===== config.mk =====
export PLATFORM = sky130hd
export DESIGN_NAME = recompute_scheduler
export DESIGN_NICKNAME = d
export VERILOG_FILES = /design/src/rtl/recompute_scheduler.sv
export SDC_FILE = /design/constraint.sdc
export NUM_CORES = 1
export LEC_CHECK = 0
export ABC_AREA = 1
export CORE_UTILIZATION = 40
export DETAILED_ROUTE_END_ITERATION = 12
export GPL_TIMING_DRIVEN = 0
export PLACE_DENSITY_LB_ADDON = 0.1
export SYNTH_ARGS = -nofsm -noshare
export SYNTH_HDL_FRONTEND = slang
export SYNTH_SLANG_ARGS = --single-unit
export TNS_END_PERCENT = 1

===== constraint.sdc =====
create_clock -name clk -period 3.55 [get_ports clk]
set_input_delay 0.71 -clock clk [delete_from_list [all_inputs] [get_ports clk]]
set_output_delay 0.71 -clock clk [all_outputs]
set_load 0.05 [all_outputs]

===== src/rtl/recompute_scheduler.sv =====
// Fault-to-recompute-unit scheduler: serially scans the PE pass/fail matrix into a
// fault table, then drives per-RU coordinates during stall-controlled column sweeps.
module recompute_scheduler #(
  parameter int ROWS   = 4,
  parameter int COLS   = 4,
  parameter int NUM_RU = 4,
  localparam int RW = (ROWS > 1) ? $clog2(ROWS) : 1,
  localparam int CW = (COLS > 1) ? $clog2(COLS) : 1,
  localparam int FW = $clog2(NUM_RU + 1)
) (
  input  logic                   clk,
  input  logic                   rst,
  input  logic [ROWS*COLS-1:0]   stw_result,
  input  logic                   scan_start,
  input  logic                   recompute_req,
  input  logic                   stall,
  output logic                   busy,
  output logic                   scan_done,
  output logic                   sweep_done,
  output logic                   overflow,
  output logic [FW-1:0]          fault_count,
  output logic [NUM_RU-1:0]      ru_valid,
  output logic [NUM_RU*RW-1:0]   data_row,
  output logic [NUM_RU*CW-1:0]   data_col,
  output logic [NUM_RU*RW-1:0]   weight_row,
  output logic [NUM_RU*CW-1:0]   weight_col
);

  localparam int IW = (ROWS * COLS > 1) ? $clog2(ROWS * COLS) : 1;

  typedef enum logic [1:0] {IDLE, SCAN, ARMED, SWEEP} state_t;

  state_t          state;
  logic [IW-1:0]   idx;
  logic [RW-1:0]   scan_r;
  logic [CW-1:0]   scan_c;
  logic [CW-1:0]   k;
  logic [RW-1:0]   tab_row [NUM_RU];
  logic [CW-1:0]   tab_col [NUM_RU];
  logic [NUM_RU-1:0] tab_vld;
  logic            pe_pass;
  logic            go_scan;

  assign pe_pass = stw_result[idx];
  assign go_scan = scan_start && (state == IDLE || state == ARMED);

  always_ff @(posedge clk) begin
    if (!rst) begin
      state       <= IDLE;
      idx         <= '0;
      scan_r      <= '0;
      scan_c      <= '0;
      k           <= '0;
      busy        <= 1'b0;
      scan_done   <= 1'b0;
      sweep_done  <= 1'b0;
      overflow    <= 1'b0;
      fault_count <= '0;
      tab_vld     <= '0;
      ru_valid    <= '0;
      data_row    <= '0;
      data_col    <= '0;
      weight_row  <= '0;
      weight_col  <= '0;
      for (int unsigned n = 0; n < NUM_RU; n++) begin
        tab_row[n] <= '0;
        tab_col[n] <= '0;
      end
    end else begin
      scan_done  <= 1'b0;
      sweep_done <= 1'b0;
      if (go_scan) begin
        // scan_start wins over a same-cycle recompute_req in ARMED
        state       <= SCAN;
        busy        <= 1'b1;
        idx         <= '0;
        scan_r      <= '0;
        scan_c      <= '0;
        overflow    <= 1'b0;
        fault_count <= '0;
        tab_vld     <= '0;
        for (int unsigned n = 0; n < NUM_RU; n++) begin
          tab_row[n] <= '0;
          tab_col[n] <= '0;
        end
      end else begin
        case (state)
          SCAN: begin
            if (!pe_pass) begin
              if (fault_count == FW'(NUM_RU)) begin
                overflow <= 1'b1;
              end else begin
                for (int unsigned n = 0; n < NUM_RU; n++) begin
                  if (FW'(n) == fault_count) begin
                    tab_row[n] <= scan_r;
                    tab_col[n] <= scan_c;
                    tab_vld[n] <= 1'b1;
                  end
                end
                fault_count <= fault_count + 1'b1;
              end
            end
            idx <= idx + 1'b1;
            if (scan_c == CW'(COLS - 1)) begin
              scan_c <= '0;
              scan_r <= scan_r + 1'b1;
            end else begin
              scan_c <= scan_c + 1'b1;
            end
            if (idx == IW'(ROWS * COLS - 1)) begin
              state     <= ARMED;
              busy      <= 1'b0;
              scan_done <= 1'b1;
            end
          end
          ARMED: begin
            if (recompute_req) begin
              if (fault_count != '0) begin
                state    <= SWEEP;
                busy     <= 1'b1;
                k        <= '0;
                ru_valid <= tab_vld;
                data_col <= '0;
                for (int unsigned n = 0; n < NUM_RU; n++) begin
                  data_row[n*RW +: RW]   <= tab_row[n];
                  weight_row[n*RW +: RW] <= tab_row[n];
                  weight_col[n*CW +: CW] <= tab_col[n];
                end
              end else begin
                sweep_done <= 1'b1;
              end
            end
          end
          SWEEP: begin
            if (!stall) begin
              if (k == CW'(COLS - 1)) begin
                state      <= ARMED;
                busy       <= 1'b0;
                sweep_done <= 1'b1;
                ru_valid   <= '0;
                data_row   <= '0;
                data_col   <= '0;
                weight_row <= '0;
                weight_col <= '0;
              end else begin
                k <= k + 1'b1;
                for (int unsigned n = 0; n < NUM_RU; n++) begin
                  data_col[n*CW +: CW] <= tab_vld[n] ? CW'(k + 1'b1) : '0;
                end
              end
            end
          end
          default: ;
        endcase
      end
    end
  end

endmodule

# Word level (Yosys, flattened, before mapping)
# Memory sizes are Yosys's and may differ from the RTL's.
# Cells that the tools add are included.
totals:
  register_bits: 51
  latch_bits: 0
  mem_bits_rw: 16
  rom_bits: 0
  input_bits: 21
  output_inout_bits: 43
  word_cells: 189
  n_memories: 2
op_classes:
  n_addsub: 5
  multipliers: 0
  div_mod_pow: 0
  order_cmp: 1
  eq_ne: 21
  shift: 0
  mux: 98
  bitwise_logic: 21
  reduce_logical: 22
memory_table:
  columns: ["memory", "depth", "width", "read_ports", "rd_clocked_by_memory_dff", "write_ports", "line", "source"]
  rows:
  - ["tab_col", 4, 2, 4, 0, 4, "39", "logic [CW-1:0] tab_col [NUM_RU];"]
  - ["tab_row", 4, 2, 4, 0, 4, "38", "logic [RW-1:0] tab_row [NUM_RU];"]
op_table:
  columns: ["op", "n"]
  rows:
  - ["2-to-1 mux 8 bit", 10]
  - ["2-to-1 mux 2 bit", 30]
  - ["one-hot mux 8 bit (2 select lines)", 3]
  - ["2-to-1 mux 1 bit", 45]
  - ["AND reduction 6 bit", 4]
  - ["2-to-1 mux 4 bit", 4]
  - ["bitwise OR 1 bit", 16]
  - ["AND reduction 4 bit", 4]
  - ["!= test 3 bit, second input constant", 4]
  - ["!= test 2 bit, second input constant", 5]
  - ["== test 2 bit, second input constant", 4]
  - ["one-hot mux 4 bit (2 select lines)", 1]
  - ["adder 2 x 1 -> 2 bit, second input constant", 3]
  - ["== test 2 x 3 -> 1 bit, first input constant", 2]
  - ["one-hot mux 2 bit (3 select lines)", 1]
  - ["AND reduction 3 bit", 2]
  - ["nonzero test 3 bit", 2]
  - ["< comparator 4 x 5 -> 1 bit, second input constant", 1]
  - ["NOT 1 bit", 5]
  - ["AND reduction 5 bit", 1]
  - ["adder 4 x 1 -> 4 bit, second input constant", 1]
  - ["binary-select mux 1 bit (select 4 bit)", 1]
  - ["== test 4 bit, second input constant", 1]
  - ["one-hot mux 2 bit (2 select lines)", 1]
  - ["other kinds (17)", 17]

# Logic depth before layout (Yosys ltp)
# Gate-level depths: netlist of the first run.
depth:
  ltp_word: 9
  depth_mapped: 12
  depth_no_buf: 12

# Worst setup path after synthesis of the first run
# No wires, ideal clock.
synth_timing:
  kind: "reg-to-reg"
  start: "register fault_count[0]"
  end: "register data_col[0]"
  arrival_time_ns: 1.975
  setup_slack_ns: 1.505
  path_stages_with_launch: 11
  n_path_buf: 1
  synth_period_minus_slack_ns: 2.045
  path_cell_list: "dfxtp_1 inv_1 ha_1 nand2_1 nor2_1 nor3_2 nand3_2 buf_6 nor4_4 nand2_1 a21oi_1"
synth_between:
  elab_chain_cells: 3
synth_rtl:
  columns: ["item", "line", "source"]
  rows:
  - ["start, declared", "21", "output logic [FW-1:0] fault_count,"]
  - ["start signal, assigned", "100", "fault_count <= fault_count + 1'b1;"]
  - ["nonzero test 3 bit", "118", "if (fault_count != '0) begin"]
  - ["!= test 2 x 1 -> 1 bit (no line)", null, null]
  - ["AND reduction 5 bit (no line)", null, null]
  - ["end signal, assigned by index", "148", "data_col[n*CW +: CW] <= tab_vld[n] ? CW'(k + 1'b1) : '0;"]
  - ["end, declared", "24", "output logic [NUM_RU*CW-1:0] data_col,"]
# No other way between the ends.
# A chain may end at the register's enable or synchronous reset.

==> results of run 1 <==
through the flow:
stage                     total power [mW]  cells  setup slack, ns  hold WS (ns)
after floorplan                      0.899    380             1.50         0.436
after global placement               0.954    542            0.977         0.444
after detailed placement             0.956    542            0.983         0.452
after CTS                             1.50    558             1.16         0.462
after global routing                  1.55    558             1.13         0.476
final                                 1.49    558             1.18         0.458
sequential cells by signal, summed over array words and instances, names as in the netlist:
register,flops
tab_col,8
scan_c,2
k,2
tab_vld,4
weight_row,8
state,2
weight_col,8
overflow,1
scan_r,2
idx,4
sweep_done,1
data_col,8
ru_valid,4
scan_done,1
fault_count,3
tab_row,8
path summary, 6_finish.rpt:
| kind | startpoint | end | slack [ns] | depth (start not counted) |
|---|---|---|---|---|
| max | state[0] | busy | 1.18 | 1 |
| min | overflow | overflow | 0.46 | 2 |
| max reg2reg | fault_count[0] | data_col[2] | 1.55 | 10 |
| min reg2reg | overflow | overflow | 0.46 | 2 |
kinds of logic (layout without fill, tap and decap cells):
| kind of cell | count (synthesis) | in the layout | share of synthesized area [%] |
|---|---|---|---|
| AND/OR/NAND/NOR | 187 | 187 | 28.5 |
| flip-flops | 66 | 66 | 48.6 |
| buffers and inverters | 64 | 143 | 9.71 |
| AO/OA/AOI/OAI | 54 | 54 | 9.54 |
| adder cells (fa/ha/maj) | 8 | 8 | 3.38 |
| XOR/XNOR | 1 | 1 | 0.296 |
area by class of cell:
cell class | count | area share (%)
Inverter | 42 | 4.06
Timing Repair Buffer | 63 | 16.2
Tap cell | 99 | 3.19
Clock buffer | 9 | 3.19
Clock inverter | 7 | 1.16
Sequential cell | 66 | 37.1
Buffer | 22 | 3.35
Multi-Input combinational cell | 250 | 31.8
metal layers:
metal | wire length [microns] | track usage [%] | vias up | share of wire [%]
met5 | 0 | 0 | - | 0
met4 | 159 | 8.21 | 0 | 2.3
met1 | 3110 | 23.9 | 1228 | 46
met2 | 3230 | 30.7 | 59 | 48
met3 | 295 | 4.24 | 14 | 4.3
li1 | - | - | 1370 | -
Yosys cell counts, drive strengths merged:
master / count
buf: 15
a211oi: 2
nand3b: 5
dfxtp: 54
or2: 1
clkinv: 1
nor3: 3
inv: 41
nand3: 43
nand2: 99
ha: 8
nor2: 32
xor2: 1
edfxtp: 12
clkbuf: 7
a21oi: 44
nand4: 3
o21ai: 7
nor4: 1
o311ai: 1
layout by cell type (no fill, tap or decap):
master                            synthesis  layout
sky130_fd_sc_hd__a211oi_1                 2       2
sky130_fd_sc_hd__a21oi_1                 43      43
sky130_fd_sc_hd__a21oi_2                  1       1
sky130_fd_sc_hd__buf_2                    5       5
sky130_fd_sc_hd__buf_4                    9       9
sky130_fd_sc_hd__buf_6                    1       1
sky130_fd_sc_hd__clkbuf_1                 7       7
sky130_fd_sc_hd__clkbuf_8                 0       9
sky130_fd_sc_hd__clkdlybuf4s50_1          0      63
sky130_fd_sc_hd__clkinv_1                 1       2
sky130_fd_sc_hd__clkinv_2                 0       2
sky130_fd_sc_hd__clkinvlp_4               0       3
sky130_fd_sc_hd__dfxtp_1                 54      54
sky130_fd_sc_hd__edfxtp_1                12      12
sky130_fd_sc_hd__ha_1                     8       8
sky130_fd_sc_hd__inv_1                   35      35
sky130_fd_sc_hd__inv_2                    6       6
sky130_fd_sc_hd__inv_6                    0       1
sky130_fd_sc_hd__nand2_1                 96      96
sky130_fd_sc_hd__nand2_2                  3       3
sky130_fd_sc_hd__nand3_1                 41      41
sky130_fd_sc_hd__nand3_2                  2       2
sky130_fd_sc_hd__nand3b_1                 5       5
sky130_fd_sc_hd__nand4_1                  1       1
sky130_fd_sc_hd__nand4_2                  2       2
sky130_fd_sc_hd__nor2_1                  31      31
sky130_fd_sc_hd__nor2_2                   1       1
sky130_fd_sc_hd__nor3_1                   2       2
sky130_fd_sc_hd__nor3_2                   1       1
sky130_fd_sc_hd__nor4_4                   1       1
sky130_fd_sc_hd__o21ai_0                  6       6
sky130_fd_sc_hd__o21ai_1                  1       1
sky130_fd_sc_hd__o311ai_0                 1       1
sky130_fd_sc_hd__or2_1                    1       1
sky130_fd_sc_hd__xor2_1                   1       1
power by group through the flow:
| stage | clock [mW] | combinational [mW] | sequential, mW |
|---|---|---|---|
| global placement | 0 | 0.144 | 0.811 |
| CTS | 0.562 | 0.146 | 0.794 |
| global route | 0.595 | 0.160 | 0.796 |
| floorplan | 0 | 0.0797 | 0.819 |
| finish | 0.548 | 0.145 | 0.794 |
| detailed placement | 0 | 0.145 | 0.811 |
==> impl_table.tex, run 1 <==
\begin{tabular}{lr}
\hline
Metric & Value \\
\hline
\multicolumn{2}{l}{\textbf{Run status}} \\
Status & finished, final reports clean \\
\multicolumn{2}{l}{\textbf{Layout}} \\
Cell area after layout & 3890 sq um \\
Sequential cell area & $\sim$1400 sq um \\
Core Util, Final & 53.9\% \\
Area grow syn2layout & 31.2\% \\
Layout fillers & 757 \\
Ratio of cells with drive above 1 in the final layout & about a tenth \\
Final \#Nets & 483 \\
Area used by multi-input combinational logic & between 1000 and 1500 sq um \\
Diodes inserted & 0 \\
\multicolumn{2}{l}{\textbf{STA}} \\
Final worst path period share & about two thirds \\
Setup violators final & 0 \\
Total count of hold-check failures in the final report & 0 \\
Maximum operating frequency & 422 MHz \\
Unrepaired setup endpoints after global routing & no \\
Max-slew violation count & 0 \\
Normalized max-slew margin & between 60\% and 70\% \\
Worst clock skew on the final layout & around 0.0096 ns \\
Total negative slack & 0 ns \\
Final critical path time including I/O delays and setup & between 2 and 2.5 ns \\
Transition time of the tightest slew-check pin & between 0.5 and 0.6 ns \\
\multicolumn{2}{l}{\textbf{Route}} \\
Vias per inst & roughly 4.8 \\
Post-Route WL & 6800 microns \\
DR iter-0 viols & around 130 \\
Remaining number of nets flagged by the antenna check after routing & 0 \\
Total DRC errors in the routed layout & 0 \\
Detailed-routing iteration count for the pre-antenna-repair pass & 4 \\
WL per Instance & $\sim$12 microns \\
Via count & approximately 2700 \\
\multicolumn{2}{l}{\textbf{Pwr}} \\
Clk network pwr share & approximately 37\% \\
Switching power summed over all nets & between 400 and 500 uW \\
Internal power component & roughly 1.1 mW \\
Relative contribution of sequential cells to total power & between 50 and 60\% \\
Logic pwr share & between 9 and 10\% \\
Leakage & 1.51 nW \\
Maximum VDD drop & around 0.16 mV \\
Switching portion of total power & between 20\% and 30\% \\
PD cells & approximately 380 nW/um\^{}2 \\
\multicolumn{2}{l}{\textbf{Global routing}} \\
First-pass GRT wire length & 11100 microns \\
GRT Total Usage & 18.8\% \\
Pin count of the biggest net entering global routing & 13 \\
Vias in the first global route & 2370 \\
Antenna violations before repair & 0 \\
GR Overflow Total & 0 \\
\multicolumn{2}{l}{\textbf{Die}} \\
Area of the die & between 7000 and 8000 sq um \\
Number of rows created at floorplan & 31 \\
Initial core utilization & approximately 41\% \\
Die W & 88.1 microns \\
Ports placed on the boundary & 64 \\
Core region area & a little over 7000 sq um \\
Chip height & approximately 90 microns \\
\multicolumn{2}{l}{\textbf{Synth}} \\
Area fraction of the dominant cell type after synthesis & 36.5\% \\
Number of synthesis warnings & 0 \\
Cell types occupying the most area after synthesis & sky130\_fd\_sc\_hd\_\_dfxtp\_1, sky130\_fd\_sc\_hd\_\_edfxtp\_1, sky130\_fd\_sc\_hd\_\_nand2\_1 \\
FF+latch count, synth & 66 \\
Cell Area, Synth & 2960 sq um \\
Post-synth cell types & 30 \\
Synth area leader & sky130\_fd\_sc\_hd\_\_dfxtp\_1 \\
Post-synthesis sequential area ratio & 48.6\% \\
Number of nets in the synthesized netlist & just over 400 \\
Post-synthesis area per instance & between 7 and 8 sq um \\
Number of instances in the synthesized netlist & 380 \\
\multicolumn{2}{l}{\textbf{Hold path}} \\
Worst Hold Class & reg -> reg \\
\multicolumn{2}{l}{\textbf{CTS}} \\
Clock sinks & 66 \\
Number of buffers added for setup after CTS & 0 \\
Post-CTS resize count & 0 \\
H-tree depth reported by CTS & 3 \\
Later-pin clock latency in the skew report & around 0.35 ns \\
CTS tree & built \\
Number of clock buffers inserted by TritonCTS & 9 \\
CTS max path bufs & 2 \\
Post-CTS Hold Buffers & 0 \\
Clock Root Buffer & sky130\_fd\_sc\_hd\_\_clkbuf\_8 \\
Clock-pin slew on the worst setup and hold paths & 0.07 ns \\
\multicolumn{2}{l}{\textbf{Worst setup path}} \\
Series of cell instances along the critical path & clkdlybuf4s50\_1 \\
Slowest stage cell, crit path & sky130\_fd\_sc\_hd\_\_clkdlybuf4s50\_1 \\
Maximum fanout count along the critical path & 6 \\
Critical setup path kind & reg -> out \\
Kind of end point of the critical path & output port \\
Largest incremental delay on the critical path & $\sim$0.86 ns \\
Worst endpoint data arrival time & approximately 1.7 ns \\
Setup crit start kind & flop \\
Data required, critical path & 2.84 ns \\
Cell class contributing the biggest share of worst-path delay & buffers and inverters \\
CP Buf/Inv Count & 1 \\
\multicolumn{2}{l}{\textbf{Job}} \\
Number of violations of the max-capacitance limit & 0 \\
\multicolumn{2}{l}{\textbf{Place}} \\
Quantity of I/O buffers inserted on ports & between 60 and 70 \\
RD Place Congestion & 0.769 \\
Half-perimeter wire length after detailed placement & 5050 microns \\
Post-DP Area & approximately 3700 sq um \\
\hline
\end{tabular}
Power figures use the tool's default switching activity.
==> run 2, diff against run 1 <==
Clock period 3.55 ns to 2.21 ns, I/O delays scaled along.
==> impl_table.tex, run 2 (synthesis gave the netlist of run 1 again) <==
\begin{tabular}{lr}
\hline
Metric & Value \\
\hline
\multicolumn{2}{l}{\textbf{STA}} \\
Total count of hold-check failures in the final report & 0 (unchanged) \\
Max-slew violation count & 0 (unchanged) \\
Worst hold margin & 0.458 ns (+0.0000490 ns) \\
Total negative slack & 0 ns (unchanged) \\
Worst setup margin & 0.113 ns (-1.06 ns) \\
Final worst path period share & between 90\% and 100\% \\
Transition time of the tightest slew-check pin & 0.556 ns (-0.0000714 ns) \\
Maximum operating frequency & 477 MHz \\
Worst clock skew on the final layout & 0.0107 ns (+0.00107 ns) \\
Unrepaired setup endpoints after global routing & no \\
Normalized max-slew margin & 62.9\% (about the same) \\
Setup violators final & 0 (unchanged) \\
Final critical path time including I/O delays and setup & roughly 2.1 ns \\
\multicolumn{2}{l}{\textbf{Worst setup path}} \\
Cell class contributing the biggest share of worst-path delay & buffers and inverters \\
CP Buf/Inv Count & 1 (unchanged) \\
Largest incremental delay on the critical path & 0.86 ns (about the same) \\
Worst endpoint data arrival time & 1.66 ns (about the same) \\
Critical setup path kind & reg -> out \\
Slowest stage cell, crit path & sky130\_fd\_sc\_hd\_\_clkdlybuf4s50\_1 \\
Series of cell instances along the critical path & clkdlybuf4s50\_1 \\
Maximum fanout count along the critical path & 6 (unchanged) \\
Setup crit start kind & flop \\
Data required, critical path & 1.77 ns (-1.07 ns) \\
Kind of end point of the critical path & output port \\
\multicolumn{2}{l}{\textbf{Place}} \\
Post-Place Worst Slack & -0.0886 ns (-1.07 ns) \\
RD Place Congestion & 0.769 (unchanged) \\
Half-perimeter wire length after detailed placement & 5050 microns (unchanged) \\
Quantity of I/O buffers inserted on ports & 63 (unchanged) \\
\multicolumn{2}{l}{\textbf{Global routing}} \\
GR Overflow Total & 0 (unchanged) \\
Pin count of the biggest net entering global routing & 13 (unchanged) \\
GRT Total Usage & 18.8\% (unchanged) \\
First-pass GRT wire length & 11100 microns (unchanged) \\
Vias in the first global route & 2370 (unchanged) \\
Antenna violations before repair & 0 (unchanged) \\
\multicolumn{2}{l}{\textbf{Layout}} \\
Area grow syn2layout & 31.4\% \\
Core Util, Final & 54.0\% (+0.12 points) \\
Final \#Nets & 483 (unchanged) \\
Most common library cell in the layout ignoring fill and taps & sky130\_fd\_sc\_hd\_\_nand2\_1 \\
Most frequent cells in the layout & sky130\_fd\_sc\_hd\_\_nand2\_1, sky130\_fd\_sc\_hd\_\_clkdlybuf4s50\_1, sky130\_fd\_sc\_hd\_\_dfxtp\_1, sky130\_fd\_sc\_hd\_\_a21oi\_1, sky130\_fd\_sc\_hd\_\_nand3\_1 \\
Ratio of cells with drive above 1 in the final layout & 11.1\% (+0.87 points) \\
Diodes inserted & 0 (unchanged) \\
Layout fillers & 755 (-0.26\%) \\
\multicolumn{2}{l}{\textbf{Hold path}} \\
Worst Hold Class & reg -> reg \\
\multicolumn{2}{l}{\textbf{CTS}} \\
H-tree depth reported by CTS & 3 (unchanged) \\
Clock sinks & 66 (unchanged) \\
Clock-pin slew on the worst setup and hold paths & 0.07 ns (about the same) \\
CTS tree & built \\
Number of clock buffers inserted by TritonCTS & 9 (unchanged) \\
CTS max path bufs & 2 (unchanged) \\
Number of buffers added for setup after CTS & 0 (unchanged) \\
Clock Root Buffer & sky130\_fd\_sc\_hd\_\_clkbuf\_8 \\
Later-pin clock latency in the skew report & 0.34 ns (about the same) \\
Post-CTS Hold Buffers & 0 (unchanged) \\
\multicolumn{2}{l}{\textbf{Route}} \\
WL per Instance & 12.1 microns (-0.32\%) \\
Remaining number of nets flagged by the antenna check after routing & 0 (unchanged) \\
DR iter-0 viols & 106 (-20\%) \\
Via count & 2674 (+0.11\%) \\
Vias per inst & 4.79 (+0.11\%) \\
Total DRC errors in the routed layout & 0 (unchanged) \\
Detailed-routing iteration count for the pre-antenna-repair pass & 4 (unchanged) \\
Post-Route WL & 6770 microns (-0.32\%) \\
\multicolumn{2}{l}{\textbf{Die}} \\
Core region area & 7210 sq um (unchanged) \\
Number of rows created at floorplan & 31 (unchanged) \\
Initial core utilization & 41.1\% (unchanged) \\
Ports placed on the boundary & 64 (unchanged) \\
Die W & 88.1 microns (unchanged) \\
Area of the die & 7760 sq um (unchanged) \\
Chip height & 88.1 microns (unchanged) \\
\multicolumn{2}{l}{\textbf{Pwr}} \\
Logic pwr share & 9.8\% (about the same) \\
Leakage & 1.51 nW (about the same) \\
Maximum VDD drop & 0.261 mV (+61\%) \\
Relative contribution of sequential cells to total power & 53.5\% (about the same) \\
Switching power summed over all nets & 639 uW (+60\%) \\
Switching portion of total power & 26.8\% (-0.15 points) \\
Internal power component & 1.75 mW (+61\%) \\
PD cells & 612 nW/um\^{}2 (+60\%) \\
Post-route total power & 2.38 mW (+60\%) \\
Clk network pwr share & 36.8\% (about the same) \\
\multicolumn{2}{l}{\textbf{Run status}} \\
Status & finished, final reports clean \\
\multicolumn{2}{l}{\textbf{Job}} \\
Number of violations of the max-capacitance limit & 0 (unchanged) \\
\hline
\end{tabular}
run 2: changes by cell type in the layout (fill, tap and decap cells not counted):
| cell | change |
|---|---|
| sky130_fd_sc_hd__dfxtp_1 | -2 |
| sky130_fd_sc_hd__dfxtp_2 | +2 |
| sky130_fd_sc_hd__a21oi_1 | -1 |
| sky130_fd_sc_hd__a21oi_2 | +1 |
| sky130_fd_sc_hd__nand2_1 | -1 |
| sky130_fd_sc_hd__nand2_2 | +1 |
run 2: final timing paths:
check                                     from          end  slack (ns)  cells after the start
worst max register to register  fault_count[0]  data_col[2]        0.23                     10
worst min-delay path                  overflow     overflow        0.46                      2
worst max-delay path                  state[0]         busy        0.11                      1
worst min register to register        overflow     overflow        0.46                      2
run 2: timing repair:
action / 4_1_cts / 5_1_grt
resized for setup: 0 / 4
setup endpoints to repair: 0 / 2
endpoints found under the hold margin: 0 / 0
run 2: metal layers:
metal,GRT usage (%),part of all wire [%]
met1,23.9,47
met2,30.7,47
met3,4.24,4.1
met4,8.21,2.1
met5,0,0
run 2: power by group through the flow:
stage | Clock (mW) | Sequential, mW | Combinational, mW
final | 0.876 | 1.28 | 0.233
after global routing | 0.955 | 1.28 | 0.257
after CTS | 0.902 | 1.28 | 0.234
after detailed placement | 0 | 1.30 | 0.233
after global placement | 0 | 1.30 | 0.231
after floorplan | 0 | 1.32 | 0.128
run 2: final cells by class:
| cell class | count | area [sq um] | share of cell area (%) |
|---|---|---|---|
| multi-input cells | 250 | 1240 | 31.9 |
| clock buffers | 9 | 124 | 3.18 |
| well taps | 99 | 124 | 3.18 |
| inverters | 42 | 158 | 4.05 |
| clock inverters | 7 | 45.0 | 1.16 |
| plain buffers | 22 | 130 | 3.34 |
| flip-flops and latches | 66 | 1440 | 37.1 |
| repair buffers | 63 | 631 | 16.2 |
run 2: metrics by stage:
stage	cell area (sq um)	std cells
final	3900	558
after global routing	3900	558
after CTS	3890	558
after detailed placement	3720	542
after global placement	3720	542
after floorplan	2960	380
==> run 3, diff against run 2 <==
Settings changed: SLEW_MARGIN from default to 20.
==> results of run 3 <==
No change in the layout: final DEF, timing and power equal those of run 2.
